==> src/rtl/stock_txn_if.sv <==
// Requester-side bundle for stock_txn_ctrl: the sale and restock request/ack paths.
// The optional low-stock alarm (STOCK_LOW_ALARM_EN) lives on the controller, not here.
interface stock_txn_if;
    logic       sale_req;
    logic [1:0] sale_slot;
    logic [3:0] sale_qty;
    logic       sale_ack;
    logic       sale_ok;
    logic       rstk_req;
    logic [1:0] rstk_slot;
    logic [3:0] rstk_qty;
    logic       rstk_ack;
    logic       rstk_ok;

    modport master (
        output sale_req, sale_slot, sale_qty, rstk_req, rstk_slot, rstk_qty,
        input  sale_ack, sale_ok, rstk_ack, rstk_ok
    );

    modport slave (
        input  sale_req, sale_slot, sale_qty, rstk_req, rstk_slot, rstk_qty,
        output sale_ack, sale_ok, rstk_ack, rstk_ok
    );
endinterface

==> src/rtl/stock_txn_ctrl.sv <==
// Four-slot stock store with a round-robin read-check-modify-write controller for sale and restock.
// Optional macro STOCK_LOW_ALARM_EN adds the registered low_alarm_o output and the LOW_MARK parameter.
module stock_txn_ctrl #(
    parameter int CAPACITY   = 15,
    parameter int INIT_LEVEL = 0
`ifdef STOCK_LOW_ALARM_EN
    ,
    parameter int LOW_MARK   = 2
`endif
) (
    input  logic       clk,
    input  logic       rst_n,
    input  logic       maint_i,
    stock_txn_if.slave bus,
    output logic [1:0] err_code_o,
    output logic [3:0] rest1_o,
    output logic [3:0] rest2_o,
    output logic [3:0] rest3_o,
    output logic [3:0] rest4_o,
    output logic [3:0] room1_o,
    output logic [3:0] room2_o,
    output logic [3:0] room3_o,
    output logic [3:0] room4_o,
    output logic       busy_o
`ifdef STOCK_LOW_ALARM_EN
    ,
    output logic [3:0] low_alarm_o
`endif
);
    localparam logic [3:0] CAP_L     = 4'(CAPACITY);
    localparam logic [3:0] INIT_L    = 4'(INIT_LEVEL);
    localparam logic       PATH_SALE = 1'b0;
    localparam logic       PATH_RSTK = 1'b1;

    typedef enum logic [2:0] {
        S_IDLE   = 3'd0,
        S_GRANT  = 3'd1,
        S_CHECK  = 3'd2,
        S_COMMIT = 3'd3,
        S_REJECT = 3'd4,
        S_ACK    = 3'd5
    } state_t;

    state_t          state_q, state_d;
    logic            win_q, win_d;
    logic            prio_q, prio_d;
    logic [1:0]      slot_q, slot_d;
    logic [3:0]      qty_q, qty_d;
    logic [3:0]      cur_q, cur_d;
    logic [1:0]      chk_q, chk_d;
    logic [3:0][3:0] rest_q, rest_d;
    logic            sale_ack_q, sale_ack_d, sale_ok_q, sale_ok_d;
    logic            rstk_ack_q, rstk_ack_d, rstk_ok_q, rstk_ok_d;
    logic [1:0]      err_code_q, err_code_d;
    logic            busy_q, busy_d;
    logic            sale_elig_s, rstk_elig_s;
    logic [4:0]      sum_s;

    assign sale_elig_s = bus.sale_req & ~maint_i;
    assign rstk_elig_s = bus.rstk_req;
    assign sum_s       = {1'b0, cur_q} + {1'b0, qty_q};

    // Next-state, latch and write-back logic for the transaction FSM
    always_comb begin
        state_d    = state_q;
        win_d      = win_q;
        prio_d     = prio_q;
        slot_d     = slot_q;
        qty_d      = qty_q;
        cur_d      = cur_q;
        chk_d      = chk_q;
        rest_d     = rest_q;
        sale_ack_d = 1'b0;
        sale_ok_d  = 1'b0;
        rstk_ack_d = 1'b0;
        rstk_ok_d  = 1'b0;
        err_code_d = err_code_q;
        case (state_q)
            S_IDLE: begin
                if (sale_elig_s && rstk_elig_s) begin
                    win_d   = prio_q;
                    state_d = S_GRANT;
                end else if (sale_elig_s) begin
                    win_d   = PATH_SALE;
                    state_d = S_GRANT;
                end else if (rstk_elig_s) begin
                    win_d   = PATH_RSTK;
                    state_d = S_GRANT;
                end else begin
                    state_d = S_IDLE;
                end
            end
            S_GRANT: begin
                if (win_q == PATH_SALE) begin
                    slot_d = bus.sale_slot;
                    qty_d  = bus.sale_qty;
                end else begin
                    slot_d = bus.rstk_slot;
                    qty_d  = bus.rstk_qty;
                end
                cur_d   = rest_q[slot_d];
                state_d = S_CHECK;
            end
            S_CHECK: begin
                // 5-bit sum keeps the over-capacity test free of wrap-around
                if (qty_q == 4'd0) begin
                    chk_d   = 2'd1;
                    state_d = S_REJECT;
                end else if ((win_q == PATH_SALE) && (qty_q > cur_q)) begin
                    chk_d   = 2'd2;
                    state_d = S_REJECT;
                end else if ((win_q == PATH_RSTK) && (sum_s > {1'b0, CAP_L})) begin
                    chk_d   = 2'd3;
                    state_d = S_REJECT;
                end else begin
                    chk_d   = 2'd0;
                    state_d = S_COMMIT;
                end
            end
            S_COMMIT: begin
                if (win_q == PATH_SALE) begin
                    rest_d[slot_q] = cur_q - qty_q;
                end else begin
                    rest_d[slot_q] = sum_s[3:0];
                end
                sale_ack_d = (win_q == PATH_SALE);
                sale_ok_d  = (win_q == PATH_SALE);
                rstk_ack_d = (win_q == PATH_RSTK);
                rstk_ok_d  = (win_q == PATH_RSTK);
                err_code_d = chk_q;
                state_d    = S_ACK;
            end
            S_REJECT: begin
                sale_ack_d = (win_q == PATH_SALE);
                rstk_ack_d = (win_q == PATH_RSTK);
                err_code_d = chk_q;
                state_d    = S_ACK;
            end
            S_ACK: begin
                prio_d  = ~win_q;
                state_d = S_IDLE;
            end
            default: begin
                state_d = S_IDLE;
            end
        endcase
        busy_d = (state_d != S_IDLE);
    end

    // State and datapath registers; reset abandons any transaction in flight
    always_ff @(posedge clk or negedge rst_n) begin
        if (!rst_n) begin
            state_q    <= S_IDLE;
            win_q      <= PATH_SALE;
            prio_q     <= PATH_SALE;
            slot_q     <= 2'd0;
            qty_q      <= 4'd0;
            cur_q      <= 4'd0;
            chk_q      <= 2'd0;
            rest_q     <= {4{INIT_L}};
            sale_ack_q <= 1'b0;
            sale_ok_q  <= 1'b0;
            rstk_ack_q <= 1'b0;
            rstk_ok_q  <= 1'b0;
            err_code_q <= 2'd0;
            busy_q     <= 1'b0;
        end else begin
            state_q    <= state_d;
            win_q      <= win_d;
            prio_q     <= prio_d;
            slot_q     <= slot_d;
            qty_q      <= qty_d;
            cur_q      <= cur_d;
            chk_q      <= chk_d;
            rest_q     <= rest_d;
            sale_ack_q <= sale_ack_d;
            sale_ok_q  <= sale_ok_d;
            rstk_ack_q <= rstk_ack_d;
            rstk_ok_q  <= rstk_ok_d;
            err_code_q <= err_code_d;
            busy_q     <= busy_d;
        end
    end

`ifdef STOCK_LOW_ALARM_EN
    localparam logic [3:0] LOW_L = 4'(LOW_MARK);

    function automatic logic [3:0] low_vec(input logic [3:0][3:0] r);
        logic [3:0] v;
        v = 4'd0;
        for (int i = 0; i < 4; i++) begin
            v[i] = (r[i] <= LOW_L);
        end
        return v;
    endfunction

    logic [3:0] low_alarm_q;

    // Alarm tracks the post-commit levels so it moves together with rest
    always_ff @(posedge clk or negedge rst_n) begin
        if (!rst_n) begin
            low_alarm_q <= low_vec({4{INIT_L}});
        end else begin
            low_alarm_q <= low_vec(rest_d);
        end
    end

    assign low_alarm_o = low_alarm_q;
`endif

    assign bus.sale_ack = sale_ack_q;
    assign bus.sale_ok  = sale_ok_q;
    assign bus.rstk_ack = rstk_ack_q;
    assign bus.rstk_ok  = rstk_ok_q;
    assign err_code_o   = err_code_q;
    assign busy_o       = busy_q;
    assign rest1_o      = rest_q[0];
    assign rest2_o      = rest_q[1];
    assign rest3_o      = rest_q[2];
    assign rest4_o      = rest_q[3];
    assign room1_o      = CAP_L - rest_q[0];
    assign room2_o      = CAP_L - rest_q[1];
    assign room3_o      = CAP_L - rest_q[2];
    assign room4_o      = CAP_L - rest_q[3];
endmodule

==> src/flat_wrapper.sv <==
// flat-port wrapper written by rule: the top's interface ports become plain ports
module stock_txn_ctrl_flat 
#(
    parameter int CAPACITY   = 15,
    parameter int INIT_LEVEL = 0

)
  (clk, rst_n, maint_i, err_code_o, rest1_o, rest2_o, rest3_o, rest4_o, room1_o, room2_o, room3_o, room4_o, busy_o, bus_sale_req, bus_sale_slot, bus_sale_qty, bus_rstk_req, bus_rstk_slot, bus_rstk_qty, bus_sale_ack, bus_sale_ok, bus_rstk_ack, bus_rstk_ok);
  stock_txn_if bus_i ();
  input  logic clk;
  input  logic rst_n;
  input  logic maint_i;
  output logic [1:0] err_code_o;
  output logic [3:0] rest1_o;
  output logic [3:0] rest2_o;
  output logic [3:0] rest3_o;
  output logic [3:0] rest4_o;
  output logic [3:0] room1_o;
  output logic [3:0] room2_o;
  output logic [3:0] room3_o;
  output logic [3:0] room4_o;
  output logic busy_o;
  input wire logic [$bits(bus_i.sale_req)-1:0] bus_sale_req;
  input wire logic [$bits(bus_i.sale_slot)-1:0] bus_sale_slot;
  input wire logic [$bits(bus_i.sale_qty)-1:0] bus_sale_qty;
  input wire logic [$bits(bus_i.rstk_req)-1:0] bus_rstk_req;
  input wire logic [$bits(bus_i.rstk_slot)-1:0] bus_rstk_slot;
  input wire logic [$bits(bus_i.rstk_qty)-1:0] bus_rstk_qty;
  output wire logic [$bits(bus_i.sale_ack)-1:0] bus_sale_ack;
  output wire logic [$bits(bus_i.sale_ok)-1:0] bus_sale_ok;
  output wire logic [$bits(bus_i.rstk_ack)-1:0] bus_rstk_ack;
  output wire logic [$bits(bus_i.rstk_ok)-1:0] bus_rstk_ok;
  assign bus_i.sale_req = bus_sale_req;
  assign bus_i.sale_slot = bus_sale_slot;
  assign bus_i.sale_qty = bus_sale_qty;
  assign bus_i.rstk_req = bus_rstk_req;
  assign bus_i.rstk_slot = bus_rstk_slot;
  assign bus_i.rstk_qty = bus_rstk_qty;
  assign bus_sale_ack = bus_i.sale_ack;
  assign bus_sale_ok = bus_i.sale_ok;
  assign bus_rstk_ack = bus_i.rstk_ack;
  assign bus_rstk_ok = bus_i.rstk_ok;
  stock_txn_ctrl #(.CAPACITY(CAPACITY), .INIT_LEVEL(INIT_LEVEL)) u_core (.clk(clk), .rst_n(rst_n), .maint_i(maint_i), .bus(bus_i), .err_code_o(err_code_o), .rest1_o(rest1_o), .rest2_o(rest2_o), .rest3_o(rest3_o), .rest4_o(rest4_o), .room1_o(room1_o), .room2_o(room2_o), .room3_o(room3_o), .room4_o(room4_o), .busy_o(busy_o));
endmodule
==> config.mk <==
export PLATFORM = sky130hd
export DESIGN_NAME = stock_txn_ctrl_flat
export DESIGN_NICKNAME = d
export VERILOG_FILES = /design/src/rtl/stock_txn_if.sv /design/src/rtl/stock_txn_ctrl.sv /design/src/flat_wrapper.sv
export SDC_FILE = /design/constraint.sdc
export NUM_CORES = 1
export LEC_CHECK = 0
export CORE_MARGIN = 2
export CORE_UTILIZATION = 50
export CTS_BUF_LIST = sky130_fd_sc_hd__clkbuf_4 sky130_fd_sc_hd__clkbuf_8
export DETAILED_ROUTE_END_ITERATION = 8
export MAX_ROUTING_LAYER = met4
export PLACE_DENSITY = 0.82
export SETUP_SLACK_MARGIN = 0.3
export SLEW_MARGIN = 10
export SYNTH_ARGS = -nofsm -noshare
export SYNTH_HDL_FRONTEND = slang
export SYNTH_SLANG_ARGS = --single-unit
==> constraint.sdc <==
create_clock -name clk -period 2.44 [get_ports clk]
set_clock_uncertainty 0.15 [all_clocks]
set_input_delay 0.244 -clock clk [delete_from_list [all_inputs] [get_ports clk]]
set_output_delay 0.244 -clock clk [all_outputs]
set_load 0.05 [all_outputs]
Word level (Yosys, flattened, before mapping)

Index checks and enable logic that the tools add are counted.

Multiply operators: 0
Eq/ne operators: 5
Mux-type cells: 27
Div/mod/pow operators: 0
Order comparisons: 5
$add $sub $neg: 6
Bitwise logic cells: 3
Reductions and logical operators: 10
Shift operators: 0

Operators by type and width:

| operator                                                                             | count |
|---|---|
| 16-bit bitwise mux                                                                   | 2 |
| 16-bit 2-to-1 mux                                                                    | 1 |
| 4-bit subtractor (first input constant)                                              | 4 |
| 3-bit 2-to-1 mux                                                                     | 5 |
| 4-bit 2-to-1 mux                                                                     | 3 |
| 3-bit one-hot mux with 4 select lines                                                | 1 |
| 2-bit 2-to-1 mux                                                                     | 5 |
| 4-bit binary-select mux with 2-bit select                                            | 1 |
| 4-bit demux with 2-bit select                                                        | 1 |
| 1-bit 2-to-1 mux                                                                     | 8 |
| 3-bit by 2-bit == test with 1-bit output (second input constant)                     | 2 |
| 3-bit == test (second input constant)                                                | 2 |
| 2-bit by 3-bit less-than comparator with 1-bit output (second input constant)        | 2 |
| 3-bit nonzero test                                                                   | 2 |
| 4-bit by 4-bit adder with 5-bit output                                               | 1 |
| 5-bit by 4-bit > comparator with 1-bit output (second input constant)                | 1 |
| 4-bit > comparator                                                                   | 1 |
| 1-bit logical AND                                                                    | 4 |
| 4-bit zero test                                                                      | 1 |
| 4-bit subtractor                                                                     | 1 |
| 3-bit by 1-bit == test with 1-bit output (second input constant)                     | 1 |
| 3-bit zero test                                                                      | 1 |
| 2-bit by 1-bit greater-or-equal comparator with 1-bit output (second input constant) | 1 |
| 1-bit NOT                                                                            | 2 |
| 3 further kinds                                                                      | 3 |

Register bits after elaboration: 40
Output and inout bits: 39
Logic and storage cells: 73
RAM bits: 0
Memory bits (read-only): 0
Memories: 0
Bits in latches: 0
Input bits: 17

Depth between registers and ports, before layout

Depth after elaboration: 8
Gate-level depth with buffers: 8
Mapped depth without buffers: 8

Worst setup path before layout

No wires, ideal clock.

Path type: register -> register
Start point: register u_core.win_q
End point: register u_core.cur_q[1]
Arrival time: 1669 ps
Buffers on the path: 0
Required time: 2165 ps
Library setup time: 125 ps
Period minus slack after synthesis: 1943 ps
Stages on the path, launching flop included: 4
Slack: 497 ps
Path through: dfrtp_1 -> mux2i_1 -> mux4_1 -> mux2_2

Word-level cells in the longest chain between the ends: 4

RTL lines:

| element                                   | RTL line              | RTL |
|---|---|---|
| start: declaration                        | stock_txn_ctrl.sv:45  | `logic win_q, win_d;` |
| start signal: assignment                  | stock_txn_ctrl.sv:169 | `win_q <= win_d;` |
| 2-bit 2-to-1 mux                          | stock_txn_ctrl.sv:94  | `if (win_q == PATH_SALE) begin` |
| 2-bit 2-to-1 mux                          | stock_txn_ctrl.sv:78  | `case (state_q)` |
| 4-bit binary-select mux with 2-bit select | stock_txn_ctrl.sv:101 | `cur_d = rest_q[slot_d];` |
| 4-bit 2-to-1 mux (not written as such)    | stock_txn_ctrl.sv:101 |  |
| end signal: assignment                    | stock_txn_ctrl.sv:173 | `cur_q <= cur_d;` |
| end: declaration                          | stock_txn_ctrl.sv:49  | `logic [3:0] cur_q, cur_d;` |

No other way between the ends. The select of a mux whose other input is x is not followed.
A chain may end at the register's enable or synchronous reset.

Worst setup path after layout

Start point: register u_core.qty_q[0]
End point: register u_core.state_q[0]

Word-level cells in the longest chain between the ends: 7
Elaborated cells on any way between the ends: 10
Classes of those cells: 1 x add/sub; 2 x order compare; 4 x mux; 3 x reduce/logical

RTL lines:

| element                                       | RTL line              | RTL |
|---|---|---|
| start: declaration                            | stock_txn_ctrl.sv:48  | `logic [3:0] qty_q, qty_d;` |
| start signal: assignment                      | stock_txn_ctrl.sv:172 | `qty_q <= qty_d;` |
| 4-bit by 4-bit adder with 5-bit output        | stock_txn_ctrl.sv:61  | `assign sum_s = {1'b0, cur_q} + {1'b0, qty_q};` |
| 5-bit by 4-bit > comparator with 1-bit output | stock_txn_ctrl.sv:112 | `end else if ((win_q == PATH_RSTK) && (sum_s > {1'b0, CAP_L})) begin` |
| 1-bit logical AND                             | stock_txn_ctrl.sv:112 |  |
| 3-bit 2-to-1 mux                              | stock_txn_ctrl.sv:112 |  |
| 3-bit 2-to-1 mux                              | stock_txn_ctrl.sv:109 | `end else if ((win_q == PATH_SALE) && (qty_q > cur_q)) begin` |
| 3-bit 2-to-1 mux *                            | stock_txn_ctrl.sv:106 | `if (qty_q == 4'd0) begin` |
| 3-bit one-hot mux with 4 select lines *       | stock_txn_ctrl.sv:78  |  |
| named net u_core.state_d[0]                   | stock_txn_ctrl.sv:44  | `state_t state_q, state_d;` |
| end signal: assignment                        | stock_txn_ctrl.sv:168 | `state_q <= state_d;` |
| end: declaration                              | stock_txn_ctrl.sv:44  |  |

The timed path passes the listed nets; every way through them passes the cells marked *.

==> metrics.md <==
| Metric | Value |
|---|---|
| Critical Path Start Type | register |
| CTS buffer count | 5 |
| Worst-path maximum fanout | 5 |
| Post-synthesis adder-cell area fraction | 0.0662 |
| Met2 usage | 0.345 |
| Core area | just over 4000 sq um |
| Area of the die | roughly 4800 sq um |
| Max Buffers Root-to-Sink | 2 |
| Core Util, Final | 0.708 |
| Setup WS post-layout | roughly 420 ps |
| Post-synthesis simple-gate area fraction | 0.140 |
| Mapped Nets | roughly 240 |
| GR Layer Usage met1 | 0.282 |
| Vias | 1753 |
| Post-synth EDFFs | 0 |
| Synth Register Bits | 40 |
| Initial antenna violation count | 0 |
| Max Cap Violations | 0 |
| # diodes | 0 |
| Most used routing layer in global routing | met2 |
| Mapped Avg Cell Area | 10.1 sq um |
| Largest family of logic cells by synthesized area | simple AND/OR/NAND/NOR gates |
| Count of pins over their slew limit | 0 |
| DRT Wirelength | approximately 4.9 mm |
| Mapped cell area | ~2100 sq um |
| Number of port buffers | 55 |
| Main synth FF type | dfrtp_1 |
| Vias in the first global route | approximately 1700 |
| Slew @ Worst Pin | ~910 ps |
| DRC violations left | 0 |
| Final ANT Viol Nets | 0 |
| DRT iter0 DRCs | 144 |
| Final setup fails | 0 |
| Slew HR | 0.396 |
| Clk_lat worst skew | about 300 ps |
| Synth area leader | dfrtp_1 |
| DR WL/cell | between 15 and 20 um |
| Row Count | 23 |
| Top Ports | 56 |
| Post-synth ARST share | 1.00 |
| Worst EP required | 2490 ps |
| Die X | 69.1 um |
| Area growth, synth to finish | 34.7% |
| Complex-gate fraction of the synthesized area | 0.130 |
| Clock sinks | 40 |
| Period Utilization, post-route | 0.829 |
| CP Capture Type | register |
| Critical path class | register to register |
| M3 GR Usage | 0.0556 |
| DR vias/cell | between 5 and 6 |
| Most frequent cell after synthesis | dfrtp_1 |
| Setup TNS Final | 0 ps |
| HP Class | register to register |
| Tot GR Track Use | 0.222 |
| Post-synthesis mux area share | 0.126 |
| Post-synthesis cell type count | 35 |
| Post-layout min period | between 2000 and 2500 ps |
| Largest net degree at the start of global routing | 41 |
| Routability cong. | approximately 0.88 |
| Status | complete, no violations |
| Post-synth top area share | 0.473 |
| Post-detail-place hpwl | about 3.6 mm |
| First-pass GRT wire length | 8.21 mm |
| DR pass1 iterations | 4 |
| H-tree Lvls | 2 |
| Crit path arrival time | between 2000 and 2500 ps |
| Syn Inst Count | 209 |
| Achievable Freq | just under 500 MHz |
| Post-synth top cells | dfrtp_1 (40), inv_1 (26), nand2_1 (18) |
| Gr ovfl total | 0 |
| Final hold viol count | 0 |
| Layout net count | approximately 300 |
| TritonCTS clock tree | yes |
| RSZ-0062 raised after global routing | no |
| Area contributors post-synth | dfrtp_1 (47%), ha_1 (4.7%), inv_1 (4.6%) |
| Share of layout cells above drive strength 1 | 0.100 |
| Clock transition at path regs | 80 ps |
| Ys Warns | 0 |
| Clock tree root driver cell | clkbuf_8 |
| Post-Place Setup Slack | just under 400 ps |
| Die Y | just under 70 um |
| Sequential-to-total area share from yosys stat | 0.473 |
| Initial Utilization | 0.526 |
| XOR/XNOR share of the synthesized area | 0.00413 |
| Post-CTS Setup Bufs | 0 |
cell usage in the layout, fill, tap and decap left out, types with 2 or more instances in the layout:
cell type and count:
clkdlybuf4s50_1 54, dfrtp_1 39, inv_1 26, nand2_1 18
o21ai_0 16, nor2_1 15, a21oi_1 14, mux2_2 8
mux2i_1 8, ha_1 8, o31ai_1 5, clkbuf_8 5
nand2b_1 4, nor2b_1 4, nand3b_1 4, a31oi_1 4
buf_4 4, a22o_1 2, or3_1 2, and3b_1 2
mux4_2 2, mux4_1 2, o22ai_1 2, nand3_1 2
fa_1 2
area by class of cell:
| class | count | area, sq um |
|---|---|---|
| clock buffers | 6 | 76.3 |
| clock inverters | 2 | 35.0 |
| fillers | 311 | 1180 |
| inverters | 26 | 97.6 |
| multi-input cells | 136 | 993 |
| flip-flops and latches | 40 | 1000 |
| well taps | 50 | 62.6 |
| repair buffers | 60 | 586 |
flip-flops by register name, summed over array words and instances, names as in the netlist:
| name | flops |
|---|---|
| u_core.qty_q | 4 |
| u_core.bus.rstk_ack | 1 |
| u_core.chk_q | 2 |
| u_core.rest1_o | 4 |
| u_core.busy_o | 1 |
| u_core.prio_q | 1 |
| u_core.bus.rstk_ok | 1 |
| u_core.bus.sale_ack | 1 |
| u_core.err_code_o | 2 |
| u_core.rest4_o | 4 |
| u_core.bus.sale_ok | 1 |
| u_core.cur_q | 4 |
| u_core.rest3_o | 4 |
| u_core.win_q | 1 |
| u_core.slot_q | 2 |
| u_core.state_q | 3 |
| u_core.rest2_o | 4 |
repair_timing:
| item | in CTS | in global routing |
|---|---|---|
| setup endpoints to repair | 0 | 3 |
| resized for setup | 0 | 2 |
| endpoints found under the hold margin | 40 | 0 |
| hold buffers | 1 | 0 |
layer usage:
metal	wire length [um]	share of wire
met1	2200	0.45
met2	2400	0.49
met3	239	0.049
met4	70	0.014
met5	0	0
cell families after synthesis:
logic type                 Yosys count
DFF                                 40
xor gates and xnor gates             1
adders and majority gates           10
and+or+nand+nor                     58
buffers and inverters               33
muxes                               20
AOI/OAI and AO/OA                   47
final timing paths:
| check | from | to | slack (ps) | cells after the start |
|---|---|---|---|---|
| max | u_core.qty_q[0]$_DFFE_PN0N_ | u_core.state_q[0]$_DFF_PN0_ | 420 | 6 |
| min | u_core.prio_q$_DFFE_PN0N_ | u_core.prio_q$_DFFE_PN0N_ | 360 | 2 |
| max reg2reg | u_core.qty_q[0]$_DFFE_PN0N_ | u_core.state_q[0]$_DFF_PN0_ | 420 | 6 |
| min reg2reg | u_core.prio_q$_DFFE_PN0N_ | u_core.prio_q$_DFFE_PN0N_ | 360 | 2 |
| max in group asynchronous | rst_n | u_core.qty_q[1]$_DFFE_PN0N_ | 1060 | 2 |
| min in group asynchronous | rst_n | u_core.prio_q$_DFFE_PN0N_ | 450 | 2 |
metrics by stage:
stage	area (sq um)	hold WS (ps)	instances
floorplan	2120	-202	209
global placement	2730	253	311
detailed placement	2730	267	311
CTS	2850	364	320
global route	2850	406	320
finish	2850	363	320
worst max-delay path: stages, from the launching register on:
cell      delay, ps
dfrtp_1         440
ha_1            230
fa_1            390
nand2b_1        120
a21oi_1          70
a211o_1         320
o31ai_2         210
Power is left out: the tool's default activity adds up to more than one toggle a clock period on the data nets, which glitch-free logic cannot reach.
